==> src/rtl/cpu_boot_ctrl.sv <==
`default_nettype none
// +--------------------------------------------------------------------------+
// | cpu_boot_ctrl: streams an instruction image into IMEM with the MIPS core |
// | held in reset, then runs it until halt or cycle limit. BOOT_CLEAR_EN     |
// | zero-fills IMEM first. Revision: 1.0                                     |
// +--------------------------------------------------------------------------+
module cpu_boot_ctrl #(
  parameter int DATA_W   = 32,
  parameter int ADDR_W   = 10,
  parameter int RST_HOLD = 4,
  parameter int CNT_W    = 32
) (
  input  logic              clk,
  input  logic              rst,
  input  logic              start,
  input  logic              load_valid,
  output logic              load_ready,
  input  logic [DATA_W-1:0] load_data,
  input  logic              load_last,
  output logic              im_we,
  output logic [ADDR_W-1:0] im_addr,
  output logic [DATA_W-1:0] im_wdata,
  output logic              cpu_rst,
  input  logic              cpu_halt,
  input  logic [CNT_W-1:0]  run_limit,
  output logic              busy,
  output logic              done,
  output logic              timeout,
  output logic              trunc_err,
  output logic [CNT_W-1:0]  cycle_count,
  output logic [ADDR_W:0]   words_loaded
);

  localparam int                HOLD_W  = $clog2(RST_HOLD + 1);
  localparam logic [ADDR_W-1:0] PTR_MAX = '1;

  typedef enum logic [2:0] {
    S_IDLE  = 3'd0,
    S_CLEAR = 3'd1,
    S_LOAD  = 3'd2,
    S_HOLD  = 3'd3,
    S_RUN   = 3'd4,
    S_DONE  = 3'd5
  } state_t;

  state_t              state_q, state_d;
  logic [ADDR_W-1:0]   ptr_q, ptr_d;
  logic [ADDR_W:0]     words_q, words_d;
  logic [HOLD_W-1:0]   hold_q, hold_d;
  logic [CNT_W-1:0]    limit_q, limit_d;
  logic [CNT_W-1:0]    cycle_q, cycle_d;
  logic                done_q, done_d;
  logic                timeout_q, timeout_d;
  logic                trunc_q, trunc_d;
  logic                cpu_rst_q, cpu_rst_d;
  logic                load_ready_q, load_ready_d;
  logic                busy_q, busy_d;
  logic                im_we_q, im_we_d;
  logic [ADDR_W-1:0]   im_addr_q, im_addr_d;
  logic [DATA_W-1:0]   im_wdata_q, im_wdata_d;
  logic [CNT_W:0]      cycle_inc;

  // One extra bit so the saturation test and the limit compare never wrap
  assign cycle_inc = {1'b0, cycle_q} + 1'b1;

  always_comb begin
    state_d    = state_q;
    ptr_d      = ptr_q;
    words_d    = words_q;
    hold_d     = '0;
    limit_d    = limit_q;
    cycle_d    = cycle_q;
    done_d     = done_q;
    timeout_d  = timeout_q;
    trunc_d    = trunc_q;
    cpu_rst_d  = cpu_rst_q;
    im_we_d    = 1'b0;
    im_addr_d  = im_addr_q;
    im_wdata_d = im_wdata_q;

    case (state_q)
      S_IDLE, S_DONE: begin
        if (start) begin
          done_d    = 1'b0;
          timeout_d = 1'b0;
          trunc_d   = 1'b0;
          cycle_d   = '0;
          words_d   = '0;
          ptr_d     = '0;
          limit_d   = run_limit;
`ifdef BOOT_CLEAR_EN
          state_d   = S_CLEAR;
`else
          state_d   = S_LOAD;
`endif
        end
      end
`ifdef BOOT_CLEAR_EN
      S_CLEAR: begin
        im_we_d    = 1'b1;
        im_addr_d  = ptr_q;
        im_wdata_d = '0;
        ptr_d      = ptr_q + 1'b1;
        if (ptr_q == PTR_MAX) state_d = S_LOAD;
      end
`endif
      S_LOAD: begin
        if (load_valid && load_ready_q) begin
          im_we_d    = 1'b1;
          im_addr_d  = ptr_q;
          im_wdata_d = load_data;
          ptr_d      = ptr_q + 1'b1;
          words_d    = words_q + 1'b1;
          if (load_last) begin
            state_d = S_HOLD;
          end else if (ptr_q == PTR_MAX) begin
            trunc_d = 1'b1;
            state_d = S_HOLD;
          end
        end
      end
      S_HOLD: begin
        // Cycle of the last write plus RST_HOLD more cycles in reset
        if (hold_q == HOLD_W'(RST_HOLD)) begin
          state_d   = S_RUN;
          cpu_rst_d = 1'b0;
        end else begin
          hold_d = hold_q + 1'b1;
        end
      end
      S_RUN: begin
        cycle_d = cycle_inc[CNT_W] ? cycle_q : cycle_inc[CNT_W-1:0];
        if (cpu_halt) begin
          state_d   = S_DONE;
          done_d    = 1'b1;
          cpu_rst_d = 1'b1;
        end else if ((limit_q != '0) && (cycle_inc == {1'b0, limit_q})) begin
          state_d   = S_DONE;
          done_d    = 1'b1;
          timeout_d = 1'b1;
          cpu_rst_d = 1'b1;
        end
      end
      default: state_d = S_IDLE;
    endcase

    load_ready_d = (state_d == S_LOAD);
    busy_d       = (state_d != S_IDLE) && (state_d != S_DONE);
  end

  always_ff @(posedge clk) begin
    if (!rst) begin
      state_q      <= S_IDLE;
      ptr_q        <= '0;
      words_q      <= '0;
      hold_q       <= '0;
      limit_q      <= '0;
      cycle_q      <= '0;
      done_q       <= 1'b0;
      timeout_q    <= 1'b0;
      trunc_q      <= 1'b0;
      cpu_rst_q    <= 1'b1;
      load_ready_q <= 1'b0;
      busy_q       <= 1'b0;
      im_we_q      <= 1'b0;
      im_addr_q    <= '0;
      im_wdata_q   <= '0;
    end else begin
      state_q      <= state_d;
      ptr_q        <= ptr_d;
      words_q      <= words_d;
      hold_q       <= hold_d;
      limit_q      <= limit_d;
      cycle_q      <= cycle_d;
      done_q       <= done_d;
      timeout_q    <= timeout_d;
      trunc_q      <= trunc_d;
      cpu_rst_q    <= cpu_rst_d;
      load_ready_q <= load_ready_d;
      busy_q       <= busy_d;
      im_we_q      <= im_we_d;
      im_addr_q    <= im_addr_d;
      im_wdata_q   <= im_wdata_d;
    end
  end

  assign load_ready   = load_ready_q;
  assign im_we        = im_we_q;
  assign im_addr      = im_addr_q;
  assign im_wdata     = im_wdata_q;
  assign cpu_rst      = cpu_rst_q;
  assign busy         = busy_q;
  assign done         = done_q;
  assign timeout      = timeout_q;
  assign trunc_err    = trunc_q;
  assign cycle_count  = cycle_q;
  assign words_loaded = words_q;

endmodule
`default_nettype wire
==> config.mk <==
export PLATFORM = sky130hd
export DESIGN_NAME = cpu_boot_ctrl
export DESIGN_NICKNAME = d
export VERILOG_FILES = /design/src/rtl/cpu_boot_ctrl.sv
export SDC_FILE = /design/constraint.sdc
export NUM_CORES = 1
export LEC_CHECK = 0
export ABC_AREA = 0
export CAP_MARGIN = 20
export CORE_MARGIN = 8
export CORE_UTILIZATION = 50
export DETAILED_ROUTE_END_ITERATION = 12
export PLACE_DENSITY_LB_ADDON = 0.2
export SYNTH_ARGS = -nofsm -noshare
export SYNTH_HDL_FRONTEND = slang
export SYNTH_SLANG_ARGS = --single-unit
==> constraint.sdc <==
create_clock -name clk -period 3.5 [get_ports clk]
set_input_delay 0.7 -clock clk [delete_from_list [all_inputs] [get_ports clk]]
set_output_delay 0.7 -clock clk [all_outputs]
set_load 0.01 [all_outputs]
# Word level (Yosys, flattened, before mapping)
# Index checks and enable logic that the tools add are counted.
# word_totals
register_bits,140
input_bits,70
out_inout_bits,92
elab_cells,89
# op_classes
addsub,4
eq_ne,18
muxes,30
bitwise,2
reduce_logical,20
# op_table
op,n
$mux W32,2
$pmux W32 S2,1
$add A32 B1 Y33 const B,1
$eq A33 B32 Y1,1
$reduce_bool A32 Y1,1
$mux W11,2
$pmux W11 S2,1
$mux W3,7
$mux W10,2
$pmux W10 S2,1
$ne A2 B2 Y1 const B,8
$pmux W3 S4,1
$reduce_and A3 Y1,4
$add A11 B1 Y11 const B,1
$add A10 B1 Y10 const B,1
$eq A10 B10 Y1 const B,1
$eq A3 B2 Y1 const B,3
$eq A3 B3 Y1 const B,3
$mux W1,9
$pmux W1 S2,4
$ne A3 B3 Y1 const B,2
$reduce_and A2 Y1,3
$reduce_bool A2 Y1,3
$reduce_and A5 Y1,1
other kinds (8),11

# Longest topological paths before layout
# Gate-level depths: netlist of the first run.
# depth
depth_word,8
mapped_depth,12
mapped_depth_nobuf,9

# Worst setup path before layout of the first run
# Ideal clock, no wire load.
# synth_path
kind,register to register
start,register cycle_q[1] (netlist: cycle_count[1])
end,register cycle_q[1] (netlist: cycle_count[1])
setup_time_ps,128
arrival_time_ps,2788
t_required_ps,3372
slack_ps,585
stages_incl_launch_ff,12
synth_period_minus_slack_ps,2915
path_cell_list,dfxtp_1 -> ha_1 -> nand3_1 -> or4_1 -> buf_2 -> nor4_4 -> a31oi_2 -> and2_1 -> buf_2 -> clkbuf_1 -> a22oi_1 -> nor2_1
# synth_between
elab_chain_cells,3
# synth_lines
item,line_no,text
start: declaration,51,"logic [CNT_W-1:0] cycle_q, cycle_d;"
start signal: assignment,174,cycle_q <= cycle_d;
$add A32 B1 Y33 (*),64,"assign cycle_inc = {1'b0, cycle_q} + 1'b1;"
$mux W32 / $ne A2 B2 Y1 (equally long branches),n/a,
$pmux W32 S2 / $reduce_and A3 Y1 (equally long branches),n/a,
# Mark *: on every way between the ends. The rest lies on a longest branch, timed or not. The select of a mux whose other input is x is not followed.
# A chain may end at the register's enable or synchronous reset.

# Worst setup path after layout of the first run
# layout_path
start,register cycle_q[1] (netlist: cycle_count[1])
end,register cycle_q[30] (netlist: cycle_count[30])
# Same word-level chain as after synthesis.

==> metrics.txt, run 1 <==
register area=2800 sq um; vias in the first global route=6435; Multi-input gate area=3740 sq um; WS Path Type=flop to flop; largest family of logic cells by synthesized area=simple AND/OR/NAND/NOR gates; Yosys top cell area share=41.0%; Hold Buf Count CTS=0; mux contribution to synthesized area=0.896%; crit path launch type=flop; Tmin final=3250 ps; Post-CTS Resized=0; hpwl dp=14500 um; DRT iter0 DRCs=570; pwr/cell area=406 nW/um^2; Synth area leaders=dfxtp_1, nand2_1, a21oi_1; GP Congestion=0.933; final-report max-slew violation count=0; Via-to-Cell Ratio=5.61; routed length per placed instance=16.4 um; Async S/R FF share, synth=0%; Tot GR Track Use=22.4%; largest net degree at the start of global routing=68; Layout Skew=9.04 ps; die span in y=133 um; Finished Cell Area=9160 sq um; Area Overhead vs Synth=33.8%; final net count=1105; relative slew slack=49.6%; max-cap violations=0; Sw Pwr=0.871 mW; gr ovfl total=0; io pins=162; Final Cycle Share=92.7%; crit end category=flop; worst-path cell chain=ha_1, nand3_1, or4_1, nor4_4, a31oi_2, nand2_1, buf_4, nor3_1, a21oi_1, nor2_1; share of cells above drive strength 1=5.94%; most numerous cell in the Yosys netlist=nand2_1; Seq pwr share=44.9%; clock root buffer master=clkbuf_16; Slowest-stage cell, CP=or4_1; Core Area=13300 sq um; number of synthesis warnings=0; die width=133 um; unique cell type count in the Yosys netlist=64; starting density of the core=51.5%; worst hold path class=flop to flop; synth cell count leaders=nand2_1, dfxtp_1, a21oi_1; Setup-failing EPs final=0; Design Power=3.72 mW; DR DRC count=0; PortBufs=161; cell area after synthesis=6840 sq um; DRT Wirelength=20000 um; Yosys top cell by area=dfxtp_1; fmax=308 MHz; Clk pwr share=46.1%; global-route wire length before repair=32300 um; Filler cells=1105; FF+latch count, synth=140; number of CTS-inserted buffers=17; post-CTS setup buffers=0; Setup TNS=0 ps; die area=17700 sq um; Post-Syn Nets=966; Post-synth EDFFs=0; Pleak=3.09 nW; Worst EP arrival=3530 ps; adder-cell area share of the yosys netlist=0.914%; htree depth=4; ANT nets after route=0; RSZ-0062 raised after global routing=no; Worst-path clk slew=60 ps; delay-heaviest family, CP=simple AND/OR/NAND/NOR gates; Critical Path Max Stage Delay=710 ps; CP required=3790 ps; Post-Synth Simple-Gate Area=28.5%; worst skew pair latency=420 ps; Post-synth top flop=dfxtp_1; first-pass detailed-route iteration total=8; post-synthesis xor/xnor area fraction=7.55%; Internal=2.85 mW; Post-Synthesis Mean Instance Area=7.68 sq um; sequential share of the synthesized area=41.0%; Syn Inst Count=891; Post-DP Area=8590 sq um; compound-gate portion of the synthesized area=16.6%; Clock Sinks=140; vias after detailed routing=6845; combinational group share of total power=9.1%; Max IR drop VDD=0.000351 V; Post-Route Utilization=68.9%; initial antenna violation count=1; # rows=42; Least-Margin Pin Slew=749 ps; Sw Share=23.4%; Clock Path Buffers=2; CTS tree=built; WP buf/inv=1; critical path fanouts, max=10; Final Hold Fails=0; status=finished clean
==> sequential cells by signal (all words and copies together) (netlist names), 3 cells and up <==
signal        cells
cycle_count      32
ptr_q            10
im_wdata         32
words_loaded     11
limit_q          32
im_addr          10
hold_q            3
state_q           3
==> logic make-up (layout without fill, tap and decap cells) <==
logic type                 Yosys count  count (layout)
other                                0               1
DFF                                140             140
AOI/OAI and AO/OA                  189             189
muxes                                6               6
adders and majority gates            5               5
buffers and inverters               71             223
and+or+nand+nor                    421             421
xor gates and xnor gates            59              59
==> per-stage QoR <==
step / std cells / hold slack [ps] / setup slack (ps)
2_1_floorplan: 891 / 417 / 585
3_5_place_dp: 1187 / 441 / 266
6_report: 1220 / 446 / 255
4_1_cts: 1219 / 451 / 265
5_1_grt: 1219 / 472 / 9.06
3_3_place_gp: 1187 / 430 / 400
==> area by class of cell <==
cell class                 count  area share (%)
multi-input combinational    680            40.8
sequential                   140            30.6
timing repair buffer         183            19.7
clock buffer                  22            4.85
tap                          176            2.40
clock inverter                10            1.30
inverter                       8           0.342
antenna                        1          0.0273
==> worst paths after layout <==
path	startpoint	endpoint	slack (ps)	depth (start not counted)
worst max-delay path	cycle_count[1]	cycle_count[30]	250	10
worst min-delay path	hold_q[0]	hold_q[0]	450	1
worst max register to register	cycle_count[1]	cycle_count[30]	250	10
worst min register to register	hold_q[0]	hold_q[0]	450	1
==> per-layer routing <==
metal	GRT usage, %	part of all wire [%]	vias up
met4	8.14	2.0	2
li1	-	-	3381
met1	26.1	40	3139
met3	11.4	12	34
met5	0	0.065	-
met2	34.6	46	289
==> placed cells by master (no fill, tap or decap), types with 6 or more instances in the layout <==
cell type / n
dfxtp_1: 140
nor2_1: 73
nand2_1: 204
a311oi_1: 17
clkbuf_16: 17
and3_1: 9
nand2b_1: 8
nand4_1: 24
a211oi_1: 6
nor3_1: 23
inv_1: 7
nor4_1: 19
or3_1: 6
buf_4: 20
clkdlybuf4s50_1: 161
xnor2_1: 33
xor2_1: 26
nand3_1: 20
o21ai_0: 22
clkinvlp_4: 6
nor2b_1: 7
a21oi_1: 108
==> worst reg2reg max path, stage by stage (launching register included) <==
cell,delay (ps)
dfxtp_1,430
ha_1,330
nand3_1,270
or4_1,710
nor4_4,370
a31oi_2,200
nand2_1,280
buf_4,260
nor3_1,60
a21oi_1,150
nor2_1,50
==> power by group through the flow <==
stage | combinational [mW] | sequential [mW] | clock (mW)
6_report | 0.337 | 1.67 | 1.71
5_1_grt | 0.371 | 1.67 | 1.81
2_1_floorplan | 0.178 | 1.70 | 0
3_5_place_dp | 0.335 | 1.70 | 0
4_1_cts | 0.337 | 1.67 | 1.74
3_3_place_gp | 0.332 | 1.70 | 0
Note: power is estimated with default switching activity, not from simulation.
==> run 2, diff against run 1 <==
--- a/config.mk
+++ b/config.mk
@@ -10,7 +10,7 @@
 export CORE_MARGIN = 8
 export CORE_UTILIZATION = 50
 export DETAILED_ROUTE_END_ITERATION = 12
-export PLACE_DENSITY_LB_ADDON = 0.2
+export PLACE_DENSITY = 0.8
 export SYNTH_ARGS = -nofsm -noshare
 export SYNTH_HDL_FRONTEND = slang
 export SYNTH_SLANG_ARGS = --single-unit
==> constraint.sdc (replaced) <==
create_clock -name clk -period 3.6 [get_ports clk]
set_input_delay 0.72 -clock clk [delete_from_list [all_inputs] [get_ports clk]]
set_output_delay 0.72 -clock clk [all_outputs]
set_load 0.01 [all_outputs]
==> run 2 against run 1 <==
  * Combinational power shrank 3%
  * Register-to-register slack improved by 50 ps
  * Clock skew down 1.4 ps
  * Routed wire length rose by 1.7%
  * Sequential power decreased by 3%
  * Via count fell by 0.89%
  * Largest cell class unchanged
==> metrics.txt, run 2 (synthesis results as in run 1) <==
Internal=2.70 mW; routed length per placed instance=16.8 um; combinational group share of total power=9.1%; # rows=42; relative slew slack=40.0%; starting density of the core=51.5%; Setup-failing EPs final=0; pwr/cell area=393 nW/um^2; Final Hold Fails=0; non-filler cells, final=1217; share of cells above drive strength 1=6.05%; Least-Margin Pin Slew=898 ps; gr ovfl total=0; critical path fanouts, max=14; DRT Wirelength=20400 um; Tot GR Track Use=23.2%; most frequent cells in the layout=nand2_1, clkdlybuf4s50_1, dfxtp_1, a21oi_1, nor2_1; Layout Skew=7.68 ps; number of CTS-inserted buffers=17; CTS tree=built; die span in y=133 um; global-route wire length before repair=33400 um; Critical Path Max Stage Delay=750 ps; Filler cells=1111; Antenna diodes=0; Tmin final=3300 ps; delay-heaviest family, CP=simple AND/OR/NAND/NOR gates; GP Congestion=0.903; initial antenna violation count=0; ANT nets after route=0; RSZ-0062 raised after global routing=no; final net count=1103; CP required=3920 ps; Setup TNS=0 ps; post-CTS setup buffers=0; Clk pwr share=45.6%; io pins=162; Worst-path clk slew=60 ps; PortBufs=161; clock root buffer master=clkbuf_16; fmax=303 MHz; hpwl dp=15000 um; largest net degree at the start of global routing=62; htree depth=4; Core Area=13300 sq um; Clock Path Buffers=2; status=finished clean; WP buf/inv=1; Worst EP arrival=3620 ps; Sw Pwr=0.882 mW; crit end category=flop; final-report max-slew violation count=0; die width=133 um; Post-Route Utilization=68.6%; worst-path cell chain=ha_1, nand3_1, or4_1, nor4_4, a31oi_2, or2_1, buf_4, a311oi_1; crit path launch type=flop; Pleak=3.09 nW; placed cell count=1185; die area=17700 sq um; DRT iter0 DRCs=557; Area Overhead vs Synth=33.2%; first-pass detailed-route iteration total=7; Clock Sinks=140; vias in the first global route=6513; DR DRC count=0; Slowest-stage cell, CP=or4_1; WS Path Type=flop to flop; commonest non-fill, non-tap cell in the layout=nand2_1; vias after detailed routing=6784; worst hold path class=flop to flop; worst skew pair latency=420 ps; max-cap violations=0; Seq pwr share=45.3%; Final Cycle Share=91.5%; Via-to-Cell Ratio=5.57; Sw Share=24.6%; Max IR drop VDD=0.000405 V
[run 2: worst paths after layout]
path,end,slack [ps],depth (start not counted),from
setup / recovery,cycle_count[16],300,8,cycle_count[1]
hold / removal,im_addr[6],450,2,im_addr[6]
setup reg to reg,cycle_count[16],300,8,cycle_count[1]
hold reg to reg,im_addr[6],450,2,im_addr[6]
[run 2: power by group through the flow]
| stage | registers [mW] | clock network, mW | logic (mW) |
|---|---|---|---|
| 6_report | 1.62 | 1.63 | 0.328 |
| 3_3_place_gp | 1.66 | 0 | 0.324 |
| 2_1_floorplan | 1.65 | 0 | 0.173 |
| 4_1_cts | 1.62 | 1.66 | 0.329 |
| 5_1_grt | 1.63 | 1.74 | 0.359 |
| 3_5_place_dp | 1.66 | 0 | 0.326 |
[run 2: timing repair]
item / in CTS / in global routing
hold buffers: 0 / 0
setup endpoints to repair: 0 / 1
resized for setup: 0 / 1
[run 2: cell type report]
type                    count  area, sq um  area share [%]
inverters                   8         31.3           0.343
clock buffers              19          433            4.75
multi-input cells         680         3730            40.9
flip-flops and latches    140         2800            30.7
well taps                 176          220            2.42
repair buffers            181         1770            19.5
clock inverters            13          121            1.33
[run 2: routing by layer]
metal	wire length, um	share of wire, %	vias to the layer above	global-route usage [%]
met5	0	0	-	0
met4	298	1.5	0	7.32
met3	2720	13	26	12.9
met2	9050	44	295	35.1
met1	8320	41	3077	27.4
li1	-	-	3386	-
[run 2: stage by stage]
| stage | worst slack [ps] | cell area, sq um | hold WS [ps] | power, mW |
|---|---|---|---|---|
| finish | 305 | 9110 | 452 | 3.59 |
| global route | 45.7 | 9110 | 472 | 3.73 |
| global placement | 499 | 8560 | 431 | 1.98 |
| detailed placement | 342 | 8560 | 445 | 1.98 |
| CTS | 285 | 9110 | 454 | 3.61 |
| floorplan | 685 | 6840 | 417 | 1.82 |
[run 2: worst min-delay path, cell delays in order, from the launching register on]
cell	delay, ps
dfxtp_1	310
nand2_1	50
a21oi_1	50
